[config.mk]
export PLATFORM = sky130hd
export DESIGN_NAME = ysyx_25040111_axi_arbiter
export DESIGN_NICKNAME = d
export VERILOG_FILES = /design/src/rtl/ysyx_25040111_axi_arbiter_pkg.sv /design/src/rtl/ysyx_25040111_arb_rr2.sv /design/src/rtl/ysyx_25040111_axi_arbiter.sv
export SDC_FILE = /design/constraint.sdc
export NUM_CORES = 1
export LEC_CHECK = 0
export CAP_MARGIN = 5
export CORE_AREA = 2 2 184 186
export DETAILED_ROUTE_END_ITERATION = 10
export DIE_AREA = 0 0 186 188
export SLEW_MARGIN = 15
export SYNTH_ARGS = -nofsm -noshare
export SYNTH_HDL_FRONTEND = slang
export SYNTH_SLANG_ARGS = --single-unit
[constraint.sdc]
create_clock -name clk -period 2.4 [get_ports clk]
set_input_delay 0.24 -clock clk [delete_from_list [all_inputs] [get_ports clk]]
set_output_delay 0.24 -clock clk [all_outputs]
set_load 0.02 [all_outputs]
[src/rtl/ysyx_25040111_axi_arbiter_pkg.sv]
// Shared types and constants for the two-master AXI4 arbiter.
// The state register doubles as the grant, so its encoding is fixed here.
package ysyx_25040111_axi_arbiter_pkg;

  typedef enum logic [1:0] {
    StIdle = 2'd0,
    StRd0  = 2'd1,
    StRd1  = 2'd2,
    StWr1  = 2'd3
  } arb_state_e;

  localparam logic ArbM0 = 1'b0;
  localparam logic ArbM1 = 1'b1;

  localparam int unsigned DefaultTimeout = 4096;

endpackage

[src/rtl/ysyx_25040111_arb_rr2.sv]
// Two-requester round-robin picker; on a tie the requester that did not win last time wins.
module ysyx_25040111_arb_rr2
  import ysyx_25040111_axi_arbiter_pkg::*;
(
  input  logic       clk,
  input  logic       rst,
  input  logic [1:0] req,
  input  logic       grant_en,
  output logic [1:0] gnt
);

  logic rr_last_q, rr_last_d;

  always_comb begin
    if (req == 2'b11) begin
      gnt = (rr_last_q == ArbM1) ? 2'b01 : 2'b10;
    end else begin
      gnt = req;
    end
    rr_last_d = rr_last_q;
    if (grant_en && (gnt != 2'b00)) begin
      rr_last_d = gnt[1] ? ArbM1 : ArbM0;
    end
  end

  // Reset to M1 so the IFU wins the first tie.
  always_ff @(posedge clk) begin
    if (rst) begin
      rr_last_q <= ArbM1;
    end else begin
      rr_last_q <= rr_last_d;
    end
  end

endmodule

[src/rtl/ysyx_25040111_axi_arbiter.sv]
// Shares one AXI4 slave port between the IFU (M0, read-only) and the LSU (M1, read/write),
// granting one whole transaction at a time, with a sticky watchdog on stalled transactions.
module ysyx_25040111_axi_arbiter
  import ysyx_25040111_axi_arbiter_pkg::*;
#(
  parameter int unsigned ADDR_W  = 32,
  parameter int unsigned DATA_W  = 32,
  parameter int unsigned ID_W    = 4,
  parameter int unsigned TIMEOUT = DefaultTimeout
) (
  input  logic                clk,
  input  logic                rst,
  // M0 (IFU) read
  input  logic                m0_arvalid,
  output logic                m0_arready,
  input  logic [ADDR_W-1:0]   m0_araddr,
  input  logic [ID_W-1:0]     m0_arid,
  input  logic [7:0]          m0_arlen,
  input  logic [2:0]          m0_arsize,
  input  logic [1:0]          m0_arburst,
  output logic                m0_rvalid,
  input  logic                m0_rready,
  output logic [DATA_W-1:0]   m0_rdata,
  output logic [1:0]          m0_rresp,
  output logic                m0_rlast,
  output logic [ID_W-1:0]     m0_rid,
  // M1 (LSU) read
  input  logic                m1_arvalid,
  output logic                m1_arready,
  input  logic [ADDR_W-1:0]   m1_araddr,
  input  logic [ID_W-1:0]     m1_arid,
  input  logic [7:0]          m1_arlen,
  input  logic [2:0]          m1_arsize,
  input  logic [1:0]          m1_arburst,
  output logic                m1_rvalid,
  input  logic                m1_rready,
  output logic [DATA_W-1:0]   m1_rdata,
  output logic [1:0]          m1_rresp,
  output logic                m1_rlast,
  output logic [ID_W-1:0]     m1_rid,
  // M1 (LSU) write
  input  logic                m1_awvalid,
  output logic                m1_awready,
  input  logic [ADDR_W-1:0]   m1_awaddr,
  input  logic [ID_W-1:0]     m1_awid,
  input  logic [7:0]          m1_awlen,
  input  logic [2:0]          m1_awsize,
  input  logic [1:0]          m1_awburst,
  input  logic                m1_wvalid,
  output logic                m1_wready,
  input  logic [DATA_W-1:0]   m1_wdata,
  input  logic [DATA_W/8-1:0] m1_wstrb,
  input  logic                m1_wlast,
  output logic                m1_bvalid,
  input  logic                m1_bready,
  output logic [1:0]          m1_bresp,
  output logic [ID_W-1:0]     m1_bid,
  // Slave-side port
  output logic                io_master_awvalid,
  input  logic                io_master_awready,
  output logic [ADDR_W-1:0]   io_master_awaddr,
  output logic [ID_W-1:0]     io_master_awid,
  output logic [7:0]          io_master_awlen,
  output logic [2:0]          io_master_awsize,
  output logic [1:0]          io_master_awburst,
  output logic                io_master_wvalid,
  input  logic                io_master_wready,
  output logic [DATA_W-1:0]   io_master_wdata,
  output logic [DATA_W/8-1:0] io_master_wstrb,
  output logic                io_master_wlast,
  input  logic                io_master_bvalid,
  output logic                io_master_bready,
  input  logic [1:0]          io_master_bresp,
  input  logic [ID_W-1:0]     io_master_bid,
  output logic                io_master_arvalid,
  input  logic                io_master_arready,
  output logic [ADDR_W-1:0]   io_master_araddr,
  output logic [ID_W-1:0]     io_master_arid,
  output logic [7:0]          io_master_arlen,
  output logic [2:0]          io_master_arsize,
  output logic [1:0]          io_master_arburst,
  input  logic                io_master_rvalid,
  output logic                io_master_rready,
  input  logic [DATA_W-1:0]   io_master_rdata,
  input  logic [1:0]          io_master_rresp,
  input  logic                io_master_rlast,
  input  logic [ID_W-1:0]     io_master_rid,
  output logic                busy,
  output logic                timeout
);

  localparam logic [31:0] TimeoutVal = 32'(TIMEOUT);

  arb_state_e  state_q, state_d;
  logic [1:0]  gnt;
  logic        grant_en;
  logic        ar_done_q, ar_done_d;
  logic        aw_done_q, aw_done_d;
  logic        w_done_q, w_done_d;
  logic [31:0] wd_cnt_q, wd_cnt_d;
  logic        timeout_q, timeout_d;

  assign grant_en = (state_q == StIdle);

  ysyx_25040111_arb_rr2 u_rr2 (
    .clk      (clk),
    .rst      (rst),
    .req      ({m1_awvalid | m1_arvalid, m0_arvalid}),
    .grant_en (grant_en),
    .gnt      (gnt)
  );

  always_comb begin
    state_d = state_q;
    unique case (state_q)
      StIdle: begin
        if (gnt[0]) begin
          state_d = StRd0;
        end else if (gnt[1]) begin
          state_d = m1_awvalid ? StWr1 : StRd1;
        end
      end
      StRd0, StRd1: begin
        if (io_master_rvalid && io_master_rready && io_master_rlast) state_d = StIdle;
      end
      StWr1: begin
        if (io_master_bvalid && io_master_bready) state_d = StIdle;
      end
      default: state_d = StIdle;
    endcase
  end

  // Done flags stop a master's next request from leaking into the current grant.
  always_comb begin
    ar_done_d = ar_done_q | (io_master_arvalid & io_master_arready);
    aw_done_d = aw_done_q | (io_master_awvalid & io_master_awready);
    w_done_d  = w_done_q  | (io_master_wvalid & io_master_wready & io_master_wlast);
    wd_cnt_d  = (wd_cnt_q != '1) ? wd_cnt_q + 32'd1 : wd_cnt_q;
    if (state_q == StIdle) begin
      ar_done_d = 1'b0;
      aw_done_d = 1'b0;
      w_done_d  = 1'b0;
      wd_cnt_d  = '0;
    end
    timeout_d = timeout_q;
    if ((TIMEOUT != 0) && (state_q != StIdle) && (wd_cnt_d == TimeoutVal)) timeout_d = 1'b1;
  end

  always_ff @(posedge clk) begin
    if (rst) begin
      state_q   <= StIdle;
      ar_done_q <= 1'b0;
      aw_done_q <= 1'b0;
      w_done_q  <= 1'b0;
      wd_cnt_q  <= '0;
      timeout_q <= 1'b0;
    end else begin
      state_q   <= state_d;
      ar_done_q <= ar_done_d;
      aw_done_q <= aw_done_d;
      w_done_q  <= w_done_d;
      wd_cnt_q  <= wd_cnt_d;
      timeout_q <= timeout_d;
    end
  end

  assign busy    = (state_q != StIdle);
  assign timeout = timeout_q;

  always_comb begin
    io_master_awvalid = 1'b0;
    io_master_awaddr  = '0;
    io_master_awid    = '0;
    io_master_awlen   = '0;
    io_master_awsize  = '0;
    io_master_awburst = '0;
    io_master_wvalid  = 1'b0;
    io_master_wdata   = '0;
    io_master_wstrb   = '0;
    io_master_wlast   = 1'b0;
    io_master_bready  = 1'b0;
    io_master_arvalid = 1'b0;
    io_master_araddr  = '0;
    io_master_arid    = '0;
    io_master_arlen   = '0;
    io_master_arsize  = '0;
    io_master_arburst = '0;
    io_master_rready  = 1'b0;
    m0_arready = 1'b0;
    m0_rvalid  = 1'b0;
    m0_rdata   = '0;
    m0_rresp   = '0;
    m0_rlast   = 1'b0;
    m0_rid     = '0;
    m1_arready = 1'b0;
    m1_rvalid  = 1'b0;
    m1_rdata   = '0;
    m1_rresp   = '0;
    m1_rlast   = 1'b0;
    m1_rid     = '0;
    m1_awready = 1'b0;
    m1_wready  = 1'b0;
    m1_bvalid  = 1'b0;
    m1_bresp   = '0;
    m1_bid     = '0;
    unique case (state_q)
      StRd0: begin
        io_master_arvalid = m0_arvalid & ~ar_done_q;
        io_master_araddr  = m0_araddr;
        io_master_arid    = m0_arid;
        io_master_arlen   = m0_arlen;
        io_master_arsize  = m0_arsize;
        io_master_arburst = m0_arburst;
        m0_arready        = io_master_arready & ~ar_done_q;
        m0_rvalid         = io_master_rvalid;
        m0_rdata          = io_master_rdata;
        m0_rresp          = io_master_rresp;
        m0_rlast          = io_master_rlast;
        m0_rid            = io_master_rid;
        io_master_rready  = m0_rready;
      end
      StRd1: begin
        io_master_arvalid = m1_arvalid & ~ar_done_q;
        io_master_araddr  = m1_araddr;
        io_master_arid    = m1_arid;
        io_master_arlen   = m1_arlen;
        io_master_arsize  = m1_arsize;
        io_master_arburst = m1_arburst;
        m1_arready        = io_master_arready & ~ar_done_q;
        m1_rvalid         = io_master_rvalid;
        m1_rdata          = io_master_rdata;
        m1_rresp          = io_master_rresp;
        m1_rlast          = io_master_rlast;
        m1_rid            = io_master_rid;
        io_master_rready  = m1_rready;
      end
      StWr1: begin
        io_master_awvalid = m1_awvalid & ~aw_done_q;
        io_master_awaddr  = m1_awaddr;
        io_master_awid    = m1_awid;
        io_master_awlen   = m1_awlen;
        io_master_awsize  = m1_awsize;
        io_master_awburst = m1_awburst;
        m1_awready        = io_master_awready & ~aw_done_q;
        io_master_wvalid  = m1_wvalid & ~w_done_q;
        io_master_wdata   = m1_wdata;
        io_master_wstrb   = m1_wstrb;
        io_master_wlast   = m1_wlast;
        m1_wready         = io_master_wready & ~w_done_q;
        m1_bvalid         = io_master_bvalid;
        m1_bresp          = io_master_bresp;
        m1_bid            = io_master_bid;
        io_master_bready  = m1_bready;
      end
      default: ;
    endcase
  end

endmodule

======== After elaboration in Yosys (flattened, before gate mapping) ========
Index checks and enable logic that the tools add are counted.
word-level totals
  input port bits ......................... 243
  flip-flop bits (word level) ............. 39
  word-level logic and storage cells ...... 92
  output and inout port bits .............. 233
cells by class
  bitwise logic cells ..................... 18
  reductions and logical operators ........ 11
  add/subtract/negate cells ............... 1
  equality and inequality tests ........... 9
  multiplexer cells ....................... 46
operators by type and width
  operator                                                number
  2-to-1 mux 32 bit                                       6
  one-hot mux 32 bit (2 select lines)                     1
  adder 32 x 1 -> 32 bit (second input constant)          1
  equality test 32 x 13 -> 1 bit (second input constant)  1
  != test 32 bit (second input constant)                  1
  2-to-1 mux 2 bit                                        10
  2-to-1 mux 4 bit                                        5
  one-hot mux 8 bit (2 select lines)                      1
  2-to-1 mux 1 bit                                        15
  bitwise AND 1 bit                                       11
  2-to-1 mux 8 bit                                        1
  one-hot mux 4 bit (2 select lines)                      1
  equality test 2 bit (second input constant)             3
  one-hot mux 2 bit (3 select lines)                      1
  one-hot mux 3 bit (2 select lines)                      1
  logical AND 1 bit                                       5
  != test 2 bit (second input constant)                   2
  OR 1 bit                                                4
  one-hot mux 1 bit (2 select lines)                      2
  one-hot mux 2 bit (2 select lines)                      1
  nonzero test 2 bit                                      2
  OR reduction 2 bit                                      2
  2-to-1 mux 3 bit                                        1
  != test 3 bit (second input constant)                   1
  other kinds (4)                                         6

======== Logic depth before layout (Yosys ltp) ========
  depth in word-level cells ............... 6
  gate-level depth with buffers ........... 9
  depth with buffers taken out ............ 8

======== By module ========
Synthesis repeated with hierarchy kept, for this count alone.
unflattened totals
  cell total of the unflattened synthesis .. 593
  area total of the unflattened synthesis .. 4411.7 um2
modules (own cells, without submodules)
  module                     cells each  sequential area each (um2)  times used  area each (um2)
  ysyx_25040111_axi_arbiter  586         760.7                       1           4350.4
  ysyx_25040111_arb_rr2      7           20.0                        1           61.3

======== Worst setup path before layout ========
OpenSTA, ideal clock, no wires.
  path type ............................... reg-to-reg
  start ................................... register wd_cnt_q[0]
  end ..................................... register timeout_q, in the netlist timeout
  data required time ...................... 2.304 ns
  period minus slack after synthesis ...... 2.541 ns
  path slack .............................. -0.141 ns
  buffers on the path ..................... 1
  arrival ................................. 2.445 ns
  cell stages (with the launch flop) ...... 10
  cell sequence ........................... dfxtp_1 -> ha_1 -> and4_1 -> clkbuf_2 -> nand3_1 -> a2111oi_0 -> mux2i_1 -> nor4_1 -> a41oi_1 -> o41ai_2
between the ends
  cells in the longest elaborated chain, start to end .. 5
  elaborated cells on any way between the ends .. 6
ends and longest elaborated chain
  element                                                   RTL line                          text
  start: declaration                                        ysyx_25040111_axi_arbiter.sv:100  logic [31:0] wd_cnt_q, wd_cnt_d;
  start signal: assignment                                  ysyx_25040111_axi_arbiter.sv:162  wd_cnt_q <= wd_cnt_d;
  adder 32 x 1 -> 32 bit or != test 32 bit (tied branches)  ysyx_25040111_axi_arbiter.sv:138  wd_cnt_d = (wd_cnt_q != '1) ? wd_cnt_q + 32'd1 : wd_cnt_q;
  2-to-1 mux 32 bit (*)                                     ysyx_25040111_axi_arbiter.sv:138
  2-to-1 mux 32 bit (*)                                     ysyx_25040111_axi_arbiter.sv:139  if (state_q == StIdle) begin
  equality test 32 x 13 -> 1 bit (*)                        ysyx_25040111_axi_arbiter.sv:146  if ((TIMEOUT != 0) && (state_q != StIdle) && (wd_cnt_d == TimeoutVal)) timeout_d = 1'b1;
  logical AND 1 bit (*)                                     ysyx_25040111_axi_arbiter.sv:146
  end signal: assignment                                    ysyx_25040111_axi_arbiter.sv:163  timeout_q <= timeout_d;
  end: declaration                                          ysyx_25040111_axi_arbiter.sv:101  logic timeout_q, timeout_d;
Mark *: on every way between the ends. The rest lies on a longest branch, timed or not.
A chain may end at the register's enable or synchronous reset.

======== Worst setup path after layout ========
  start ................................... register wd_cnt_q[5]
  end ..................................... register timeout_q, in the netlist timeout
The elaborated chain is that of the path after synthesis.

==> metrics.cfg <==
[run_status]
outcome=complete, but fails checks
violations=negative setup slack

[route]
drt_iter0_drc=328
routed_wl_um=29700
drcViolationCount=0
vias=6363
drt_pre_antenna_iters=5
antenna_left=0
wl_per_cell_um=19.0
viasPerCell=4.06

[critical_path]
cp_top_family=simple AND/OR/NAND/NOR gates
required_ps=2600
cp-end-kind=flip-flop
critPathSlowestCell=or4_4
cp.arrival_ps=2640
cpPeakStageDelay_ps=630
path_class=flip-flop to flip-flop
start_kind=flip-flop
crit_fanout=5
path_buf_inv=1
crit_chain=nand4_4, or4_4, buf_4, a211oi_4, mux2i_1, nor4b_2, a41oi_2, o41ai_2

[global_routing]
grt_pass1_wl_um=39800
grt_max_degree=100
overflow=0
antenna_found_initial=6
grt_usage=0.151
first_global_vias=6107

[synthesis]
synth_area_per_cell_um2=7.28
ys_ff_latch=39
synthCells=609
synth_flop_cell=dfxtp_1
netlist_area_um2=4430
synth_edf_count=0
syn_nets=858
ys_warn_count=0
ys_seq_area_frac=0.176
ys_types=59
async_reset_ff_frac=0

[pwr]
p_per_area_nw_per_um2=616
totalPowerFinal_w=0.00649
p_sw_w=0.00298
internal-power_w=0.00351
swShare=0.459
power_leakage_nw=4.47
power.share.sequential=0.113
vdd_drop_max_mv=0.449
combPwrFrac=0.779
p_clk_frac=0.109

[cts]
cts.sinks=39
h-tree-depth=2
clk_path_buf_depth=2
cts.clk_slew.worst_paths_ps=60
cts_tree=yes
ctsRootBufferMaster=clkbuf_16
cts_inserted_buffers=5
insertion_delay_ps=290

[finish]
nets=1366
syn_to_final_growth_pct=138
drive_above_1_share=0.119
design_area_um2=10500
fillers=3501

[die]
dieArea_um2=35000
coreArea_um2=33100
die_x_um=186
rows=67
initial_core_util=0.134
ios=476
chipHeight_um=188

[timing]
setup_viol=1
tightest_slew_ps=544
finalMaxSlewViolations=0
min_period_ps=2440
rsz0062_at_grt=true
slew_headroom=0.637
max_freq_mhz=409
fin_crit_sh=1.02
skew_ps=9.61
hold_viol_final=0
fin_ws_ps=-42.6

[flow_run]
maxCapViolCount=0

[placed_design]
place.gp.congestion=0.875
hpwl_um=24200
port_buffers=475
dpl-instance-area_um2=10200

[hold_path]
min_path_type=flip-flop to flip-flop

-- routing by layer --
layer	global-route usage	vias to the layer above	routed length, µm
met1	0.200	2982	12900
met4	0.0248	8	307
met3	0.0406	24	2470
li1	-	3118	-
met5	0	-	55
met2	0.247	231	14000
-- power by group through the flow --
stage | Combinational, W | Sequential [W] | Clock (W)
floorplan | 0.00256 | 0.000725 | 0
global placement | 0.00512 | 0.000725 | 0
CTS | 0.00496 | 0.000719 | 0.000718
finish | 0.00505 | 0.000733 | 0.000704
detailed placement | 0.00513 | 0.000728 | 0
global route | 0.00537 | 0.000740 | 0.000750
-- cells in the final DEF (no fill, tap or decap), types with 8 or more instances in the layout --
| cell type | instances |
|---|---|
| nand4_1 | 8 |
| xor2_1 | 9 |
| xnor2_1 | 16 |
| and2_1 | 180 |
| nor2_1 | 39 |
| dlymetal6s2s_1 | 23 |
| nor2b_1 | 51 |
| nand3_1 | 9 |
| dfxtp_1 | 32 |
| clkbuf_16 | 8 |
| a22oi_1 | 49 |
| dlygate4sd2_1 | 65 |
| o21ai_0 | 8 |
| buf_4 | 72 |
| mux2i_1 | 8 |
| clkdlybuf4s50_1 | 383 |
| nand2_1 | 23 |
-- logic make-up (layout without fill, tap and decap cells) --
kind of cell             Yosys count  count (layout)  share of synthesized area
AO/OA/AOI/OAI                     99              99                      0.173
XOR/XNOR                          26              26                     0.0514
adder cells (fa/ha/maj)            6               6                     0.0169
buffers and inverters             61             570                     0.0573
flip-flops                        39              39                      0.176
multiplexers                       9               9                     0.0206
other                              0               1                          0
AND/OR/NAND/NOR                  369             369                      0.505
-- path summary, 6_finish.rpt --
| kind | start | endpoint | slack [ps] | cells past startpoint |
|---|---|---|---|---|
| max | wd_cnt_q[5] | timeout | -40 | 8 |
| min | u_rr2.rr_last_q | u_rr2.rr_last_q | 490 | 1 |
| max reg2reg | wd_cnt_q[5] | timeout | -40 | 8 |
| min reg2reg | u_rr2.rr_last_q | u_rr2.rr_last_q | 490 | 1 |
-- flip-flops by register name, summed over array words and instances (netlist names) --
name / count
wd_cnt_q: 32
state_q: 2
w_done_q: 1
ar_done_q: 1
timeout: 1
aw_done_q: 1
u_rr2.rr_last_q: 1
-- what timing repair did --
item                       in CTS  in global routing
pin swaps                       3                 11
gates cloned                    0                  3
setup endpoints to repair      75                 67
buffers inserted                1                  5
hold buffers                    0                  0
resized for setup              80                 48
-- cell usage after synthesis (2+ instances only) --
cell type	instances	area share
a2111oi_4	2	0.012
a211oi_1	4	0.0068
a21oi_1	8	0.0090
a22oi_1	50	0.085
a311oi_1	2	0.0040
a31oi_1	7	0.0099
a41oi_1	2	0.0040
and2_1	180	0.25
and3_1	7	0.0099
and3b_1	6	0.012
and4_1	6	0.012
buf_1	4	0.0034
buf_2	6	0.0068
buf_4	2	0.0034
clkbuf_1	40	0.034
clkbuf_2	2	0.0023
dfxtp_1	39	0.18
ha_1	6	0.017
inv_1	6	0.0051
mux2i_1	8	0.018
nand2_1	24	0.020
nand2b_1	3	0.0042
nand3_1	10	0.011
nand4_1	8	0.011
nand4_2	2	0.0056
nor2_1	39	0.033
nor2b_1	51	0.072
nor3_1	6	0.0068
nor4_1	8	0.011
o2111ai_1	2	0.0040
o21ai_0	9	0.010
o311ai_0	2	0.0040
or3_1	7	0.0099
or4_1	2	0.0034
xnor2_1	16	0.032
xor2_1	10	0.020
-- worst register-to-register path: cells and delay by family (launching register included) --
kind | cells | cell delay [ps]
flops | 1 | 340
compound gates | 3 | 670
mux | 1 | 130
simple gates | 3 | 1030
buf+inv | 1 | 190
-- per-stage QoR --
step / instances / utilization / setup TNS (ps) / hold slack, ps / setup WS [ps]
global placement: 1549 / 0.307 / -38.0 / 462 / -38.0
CTS: 1558 / 0.311 / -40.9 / 490 / -40.9
floorplan: 609 / - / -64.1 / 378 / -64.1
detailed placement: 1549 / 0.307 / -135 / 479 / -106
finish: 1567 / 0.318 / -42.6 / 486 / -42.6
global route: 1567 / 0.318 / -343 / 530 / -268
-- final cells by class --
cell class,instances,area (µm²),share of cell area
inverters,6,22.5,0.00214
flip-flops and latches,39,790,0.0749
multi-input cells,509,3540,0.336
well taps,448,561,0.0532
repair buffers,556,5470,0.519
clock buffers,8,156,0.0148
diodes,1,2.50,0.000237
Note: power is estimated with default switching activity, not from simulation.
